===== src/rtl/lector_memoria_pixeles_pkg.sv =====
// Shared definitions for the pixel-memory reader and its pixel buffer.
//   - state_t            : sequencer state enumeration
//   - LECTOR_ADDR_WIDTH  : default word-address / word-count width
//   - LECTOR_DATA_WIDTH  : default memory word width (one 4-pixel word)
//   - PIXELS_PER_WORD    : pixels packed per memory word, shared with buffer_pixeles_mem
package lector_pkg;

    localparam int unsigned LECTOR_ADDR_WIDTH = 18;
    localparam int unsigned LECTOR_DATA_WIDTH = 32;
    localparam int unsigned PIXELS_PER_WORD   = 4;

    typedef enum logic [2:0] {
        ST_IDLE,
        ST_WAIT_SPACE,
        ST_REQUEST,
        ST_WAIT_DATA,
        ST_PUSH,
        ST_DONE
    } state_t;

endpackage


===== src/rtl/lector_memoria_pixeles_if.sv =====
// Pixel-memory read port.
//   master : sequencer side (drives mem_read/mem_addr, receives data)
//   slave  : memory side   (receives the read, returns mem_data_valid/mem_data)
interface lector_memoria_pixeles_if
    import lector_pkg::*;
#(
    parameter int unsigned ADDR_WIDTH = LECTOR_ADDR_WIDTH,
    parameter int unsigned DATA_WIDTH = LECTOR_DATA_WIDTH
);

    logic                  mem_read;
    logic [ADDR_WIDTH-1:0] mem_addr;
    logic                  mem_data_valid;
    logic [DATA_WIDTH-1:0] mem_data;

    modport master (
        output mem_read,
        output mem_addr,
        input  mem_data_valid,
        input  mem_data
    );

    modport slave (
        input  mem_read,
        input  mem_addr,
        output mem_data_valid,
        output mem_data
    );

endinterface


===== src/rtl/lector_memoria_pixeles.sv =====
// Sequencer that copies a contiguous region of pixel-memory words into
// buffer_pixeles_mem, one word at a time with at most one read outstanding.
// Ports:
//   clk, reset        : clock, synchronous active-high reset
//   start             : begin a transfer (sampled only in IDLE)
//   base_addr         : first word address, captured with start
//   num_words         : number of words, captured with start
//   mem               : memory read port (master modport)
//   space_available   : buffer can accept one more word
//   save_mem_data     : one-cycle write strobe to the buffer
//   memory_data       : word presented to the buffer
//   busy              : high outside IDLE
//   done              : one-cycle pulse after the last word is pushed
// Build option: LECTOR_LOOP_EN restarts the captured region after every pass.
module lector_memoria_pixeles
    import lector_pkg::*;
#(
    parameter int unsigned ADDR_WIDTH = LECTOR_ADDR_WIDTH,
    parameter int unsigned DATA_WIDTH = LECTOR_DATA_WIDTH
) (
    input  logic                   clk,
    input  logic                   reset,
    input  logic                   start,
    input  logic [ADDR_WIDTH-1:0]  base_addr,
    input  logic [ADDR_WIDTH-1:0]  num_words,
    lector_memoria_pixeles_if.master mem,
    input  logic                   space_available,
    output logic                   save_mem_data,
    output logic [DATA_WIDTH-1:0]  memory_data,
    output logic                   busy,
    output logic                   done
);

    state_t                state_q, state_n;
    logic [ADDR_WIDTH-1:0] addr_q, addr_n;
    logic [ADDR_WIDTH-1:0] remaining_q, remaining_n;
    logic [DATA_WIDTH-1:0] data_q, data_n;
    logic                  mem_read_q, mem_read_n;
    logic [ADDR_WIDTH-1:0] mem_addr_q, mem_addr_n;
    logic                  save_q, save_n;
    logic                  busy_q, busy_n;
    logic                  done_q, done_n;
`ifdef LECTOR_LOOP_EN
    logic [ADDR_WIDTH-1:0] base_q, base_n;
    logic [ADDR_WIDTH-1:0] count_q, count_n;
`endif

    // Next state, counters and the next value of every registered output.
    always_comb begin
        state_n     = state_q;
        addr_n      = addr_q;
        remaining_n = remaining_q;
        data_n      = data_q;
`ifdef LECTOR_LOOP_EN
        base_n      = base_q;
        count_n     = count_q;
`endif
        case (state_q)
            ST_IDLE: begin
                if (start) begin
`ifdef LECTOR_LOOP_EN
                    base_n  = base_addr;
                    count_n = num_words;
`endif
                    if (num_words != '0) begin
                        addr_n      = base_addr;
                        remaining_n = num_words;
                        state_n     = ST_WAIT_SPACE;
                    end else begin
                        state_n = ST_DONE;
                    end
                end
            end
            ST_WAIT_SPACE: begin
                if (space_available) state_n = ST_REQUEST;
            end
            ST_REQUEST: begin
                state_n = ST_WAIT_DATA;
            end
            ST_WAIT_DATA: begin
                if (mem.mem_data_valid) begin
                    data_n  = mem.mem_data;
                    state_n = ST_PUSH;
                end
            end
            ST_PUSH: begin
                addr_n      = addr_q + ADDR_WIDTH'(1);
                remaining_n = remaining_q - ADDR_WIDTH'(1);
                state_n     = (remaining_q == ADDR_WIDTH'(1)) ? ST_DONE : ST_WAIT_SPACE;
            end
            ST_DONE: begin
                state_n = ST_IDLE;
`ifdef LECTOR_LOOP_EN
                // An empty region would never make progress, so it stops instead of looping.
                if (count_q != '0) begin
                    addr_n      = base_q;
                    remaining_n = count_q;
                    state_n     = ST_WAIT_SPACE;
                end
`endif
            end
            default: state_n = ST_IDLE;
        endcase

        // Outputs are registered from the next state so they line up with it.
        mem_read_n = (state_n == ST_REQUEST);
        mem_addr_n = (state_n == ST_REQUEST) ? addr_n : mem_addr_q;
        save_n     = (state_n == ST_PUSH);
        done_n     = (state_n == ST_DONE);
        busy_n     = (state_n != ST_IDLE);
    end

    // State, counter and output registers.
    always_ff @(posedge clk) begin
        if (reset) begin
            state_q     <= ST_IDLE;
            addr_q      <= '0;
            remaining_q <= '0;
            data_q      <= '0;
            mem_read_q  <= 1'b0;
            mem_addr_q  <= '0;
            save_q      <= 1'b0;
            busy_q      <= 1'b0;
            done_q      <= 1'b0;
`ifdef LECTOR_LOOP_EN
            base_q      <= '0;
            count_q     <= '0;
`endif
        end else begin
            state_q     <= state_n;
            addr_q      <= addr_n;
            remaining_q <= remaining_n;
            data_q      <= data_n;
            mem_read_q  <= mem_read_n;
            mem_addr_q  <= mem_addr_n;
            save_q      <= save_n;
            busy_q      <= busy_n;
            done_q      <= done_n;
`ifdef LECTOR_LOOP_EN
            base_q      <= base_n;
            count_q     <= count_n;
`endif
        end
    end

    assign mem.mem_read  = mem_read_q;
    assign mem.mem_addr  = mem_addr_q;
    assign save_mem_data = save_q;
    assign memory_data   = data_q;
    assign busy          = busy_q;
    assign done          = done_q;

endmodule


===== src/flat_wrapper.sv =====
// flat-port wrapper written by rule: the top's interface ports become plain ports
module lector_memoria_pixeles_flat import lector_pkg::*;
#(
    parameter int unsigned ADDR_WIDTH = LECTOR_ADDR_WIDTH,
    parameter int unsigned DATA_WIDTH = LECTOR_DATA_WIDTH
)
  (clk, reset, start, base_addr, num_words, space_available, save_mem_data, memory_data, busy, done, mem_mem_read, mem_mem_addr, mem_mem_data_valid, mem_mem_data);
  lector_memoria_pixeles_if #(.ADDR_WIDTH(ADDR_WIDTH), .DATA_WIDTH(DATA_WIDTH)) mem_i ();
  input  logic clk;
  input  logic reset;
  input  logic start;
  input  logic [ADDR_WIDTH-1:0] base_addr;
  input  logic [ADDR_WIDTH-1:0] num_words;
  input  logic space_available;
  output logic save_mem_data;
  output logic [DATA_WIDTH-1:0] memory_data;
  output logic busy;
  output logic done;
  output wire logic [$bits(mem_i.mem_read)-1:0] mem_mem_read;
  output wire logic [$bits(mem_i.mem_addr)-1:0] mem_mem_addr;
  input wire logic [$bits(mem_i.mem_data_valid)-1:0] mem_mem_data_valid;
  input wire logic [$bits(mem_i.mem_data)-1:0] mem_mem_data;
  assign mem_mem_read = mem_i.mem_read;
  assign mem_mem_addr = mem_i.mem_addr;
  assign mem_i.mem_data_valid = mem_mem_data_valid;
  assign mem_i.mem_data = mem_mem_data;
  lector_memoria_pixeles #(.ADDR_WIDTH(ADDR_WIDTH), .DATA_WIDTH(DATA_WIDTH)) u_core (.clk(clk), .reset(reset), .start(start), .base_addr(base_addr), .num_words(num_words), .mem(mem_i), .space_available(space_available), .save_mem_data(save_mem_data), .memory_data(memory_data), .busy(busy), .done(done));
endmodule

===== config.mk =====
export PLATFORM = sky130hd
export DESIGN_NAME = lector_memoria_pixeles_flat
export DESIGN_NICKNAME = d
export VERILOG_FILES = /design/src/rtl/lector_memoria_pixeles_pkg.sv /design/src/rtl/lector_memoria_pixeles_if.sv /design/src/rtl/lector_memoria_pixeles.sv /design/src/flat_wrapper.sv
export SDC_FILE = /design/constraint.sdc
export NUM_CORES = 1
export LEC_CHECK = 0
export BUFFER_PORTS_ARGS = -buffer_cell sky130_fd_sc_hd__buf_2
export CORE_MARGIN = 5
export CORE_UTILIZATION = 45
export DETAILED_ROUTE_END_ITERATION = 12
export GPL_ROUTABILITY_DRIVEN = 0
export PLACE_DENSITY = 0.77
export SLEW_MARGIN = 30
export SYNTH_ARGS = -nofsm -noshare
export SYNTH_HDL_FRONTEND = slang
export SYNTH_SLANG_ARGS = --single-unit

===== constraint.sdc =====
create_clock -name clk -period 5.2 [get_ports clk]
set_input_delay 1.04 -clock clk [delete_from_list [all_inputs] [get_ports clk]]
set_output_delay 1.04 -clock clk [all_outputs]
set_load 0.005 [all_outputs]

==> flow_summary.yaml <==
outcome:
  status: "complete, no violations"
synth:
  syn_avg_cell_area_um2: 7.81
  synth_area_um2: 4230
  ys.flop_type: "dfxtp_1"
  synth_fp_nets: 617
  ys_seq_elements: 93
  async_reset_ff_share_pct: 0
  ys_seq_area_share_pct: 44.1
  synth_enable_flop_cells: 0
  yosys_warnings: 0
  synthCells: 541
  synth_cell_type_count: 60
timing:
  layout_min_cycle_time_ns: 2.80
  clock.fmax_mhz: 357
  slew_violations: 0
  max_slew_margin_pct: 33.1
  setup_tns_ns: 0
  fin_worst_hold_slack_ns: 0.454
  worst_pin_slew_ns: 1.00
  fin_skew_ns: 0.00933
  finalCritPeriodShare_pct: 53.8
  finalHoldViolations: 0
  rsz0062_at_grt: "no"
  setup_viol: 0
  final.setup.worst_slack_ns: 2.40
detailed_routing:
  ant_nets: 0
  wl_met3_mm: 1.13
  vias: 4327
  wl_met2_mm: 5.63
  initialDrtViolationCount: 288
  dr.max_layer_used: "met4"
  avgViaCountPerCell: 5.68
  wl_met1_mm: 4.86
  dr.pass1.iters: 7
  wl_per_cell_um: 15.6
  wl_mm: 11.9
  drcViolationCount: 0
critical_path:
  r2r_start: "u_core.state_q[2]$_SDFF_PP0_"
  crit_chain: "buf_2, nor4_1, nand3_1, o21ai_2, o22ai_1, nor2b_1"
  crit_slowest_cell: "o21ai_2"
  path_class: "in2reg"
  r2r_cells: 5
  arrival_ns: 3.03
  slowest_delay_ns: 0.84
  r2r_setup_slack_ns: 2.63
  path_max_fanout: 22
  cp-start-kind: "primary input"
  worstReg2RegEnd: "u_core.remaining_q[7]$_SDFFE_PP0P_"
  cp.required_ns: 5.43
  critPathLaunch: "num_words[11]"
  end_kind: "flip-flop"
  crit_end: "u_core.remaining_q[5]$_SDFFE_PP0P_"
floorplan:
  core-area_um2: 9200
  num_rows: 35
  dieArea_um2: 11400
  fp.dieW_um: 107
  die_height_um: 107
  io_pins: 127
  start_util_pct: 45.9
layout:
  finalNetCount: 722
  drive_gt1_share_pct: 24.9
  final_area_um2: 5100
  final_common_cell: "buf_2"
  area.growth.synth_to_final_pct: 20.6
  final_cell_mix: "buf_2, nand2_1, dfxtp_1, a21oi_1, nor2_1"
  diodes: 0
placement:
  dpl_cell_area_um2: 4870
  io_buffers: 126
  dp_hpwl_mm: 8.51
  dpl_worst_slack_ns: 2.09
global_routing:
  grt_pass1_wl_mm: 19.0
  gr-total-overflow: 0
  antenna_found_initial: 0
  grt_max_degree: 62
  first_global_vias: 4057
  grtUsageTotal_pct: 20.4
clock_network:
  clk_latency_ns: 0.36
  cts_tree: "done"
  cts_buffers: 9
  ctsHoldBuffers: 0
  cts.sinks: 93
  cts_resized: 0
  cts_buffer_depth: 2
  clkTransAtPathRegs_ns: 0.09
  clockRootBuffer: "clkbuf_8"
  cts_setup_buffers: 0
  cts_max_level: 3
power_and_ir_drop:
  power_density_nw_per_um2: 300
  power_mw: 1.53
  ir_worst_vdd_mv: 0.147
  p_leak_nw: 2.06
worst_hold_path:
  hold_path.class: "reg2reg"
job:
  maxCapViolations: 0
[power breakdown]
part | leakage [nW] | internal, mW | total (mW) | switching [mW]
Clock | 0.112 | 0.283 | 0.538 | 0.255
Combinational | 1.19 | 0.0852 | 0.211 | 0.126
Sequential | 0.756 | 0.744 | 0.779 | 0.0353
Total | 2.06 | 1.11 | 1.53 | 0.416
[registers in the layout (all words and copies together), names as in the netlist]
register,count
u_core.done,1
u_core.mem.mem_addr,18
u_core.remaining_q,18
u_core.state_q,3
u_core.mem.mem_read,1
u_core.busy,1
u_core.addr_q,18
u_core.memory_data,32
u_core.save_mem_data,1
[final cells by class]
type	count	area (um2)
Timing Repair Buffer	132	678
Clock buffer	10	138
Tap cell	111	139
Inverter	11	41.3
Sequential cell	93	1860
Clock inverter	6	86.3
Fill cell	853	4100
Multi-Input combinational cell	399	2150
[how the worst min path moves through the flow]
stage          cells after the start                                  from                                   end
2_1_floorplan                      2   u_core.mem.mem_addr[0]$_SDFFE_PP0N_   u_core.mem.mem_addr[0]$_SDFFE_PP0N_
3_3_place_gp                       2   u_core.memory_data[19]$_SDFFE_PP0P_   u_core.memory_data[19]$_SDFFE_PP0P_
3_5_place_dp                       2    u_core.memory_data[6]$_SDFFE_PP0P_    u_core.memory_data[6]$_SDFFE_PP0P_
4_1_cts                            2    u_core.memory_data[6]$_SDFFE_PP0P_    u_core.memory_data[6]$_SDFFE_PP0P_
5_1_grt                            2  u_core.mem.mem_addr[13]$_SDFFE_PP0N_  u_core.mem.mem_addr[13]$_SDFFE_PP0N_
6_report                           2   u_core.memory_data[22]$_SDFFE_PP0P_   u_core.memory_data[22]$_SDFFE_PP0P_
[Yosys cell counts (all sizes together) (2+ instances only)]
master	instances	area share (%)
nor2	39	3.5
or4	5	1.0
nand4	5	0.74
o32ai	3	0.62
nand3	17	2.1
nor2b	3	0.44
clkbuf	33	3.6
nor3	19	2.3
o21ai	11	1.3
and2	2	0.30
a21oi	78	9.2
ha	3	0.89
a22oi	7	1.2
xor2	4	0.83
a41oi	3	0.62
a221oi	2	0.41
xnor2	4	0.83
a222oi	3	0.71
mux2i	2	0.47
nor4	15	2.6
o211ai	4	0.71
buf	5	0.74
a2bb2oi	2	0.41
inv	11	0.98
o21a	3	0.53
o31a	2	0.41
o31ai	3	0.65
a31oi	3	0.44
a211oi	3	0.53
and3	4	0.59
a21boi	2	0.36
or3	7	1.1
dfxtp	93	44
o311ai	3	0.62
nand2	122	11
a311oi	2	0.41
a32oi	3	0.62
[critical path, delay by kind of cell]
family | cells | cell delay [ns]
AO/OA/AOI/OAI | 2 | 1.02
AND/OR/NAND/NOR | 3 | 0.84
buffers and inverters | 1 | 0.11
[per-stage QoR]
step                std cells  util, %
floorplan                 541        -
global placement          746     52.9
detailed placement        746     53.0
CTS                       762     55.4
global route              762     55.4
finish                    762     55.4
[layer usage]
layer / up-vias / track usage, %
met5: - / 0
met4: 0 / 8.13
met3: 24 / 5.36
met2: 191 / 34.0
met1: 1990 / 25.2
li1: 2122 / -
[cell families (layout without fill, tap and decap cells)]
| logic type | Yosys count | after routing | share of synthesized area [%] |
|---|---|---|---|
| AND/OR/NAND/NOR | 245 | 245 | 26.9 |
| AO/OA/AOI/OAI | 141 | 141 | 20.6 |
| flip-flops | 93 | 93 | 44.1 |
| buffers and inverters | 49 | 159 | 5.36 |
| XOR/XNOR | 8 | 8 | 1.66 |
| adder cells (fa/ha/maj) | 3 | 3 | 0.888 |
| multiplexers | 2 | 2 | 0.474 |
Note: power is estimated with default switching activity, not from simulation.
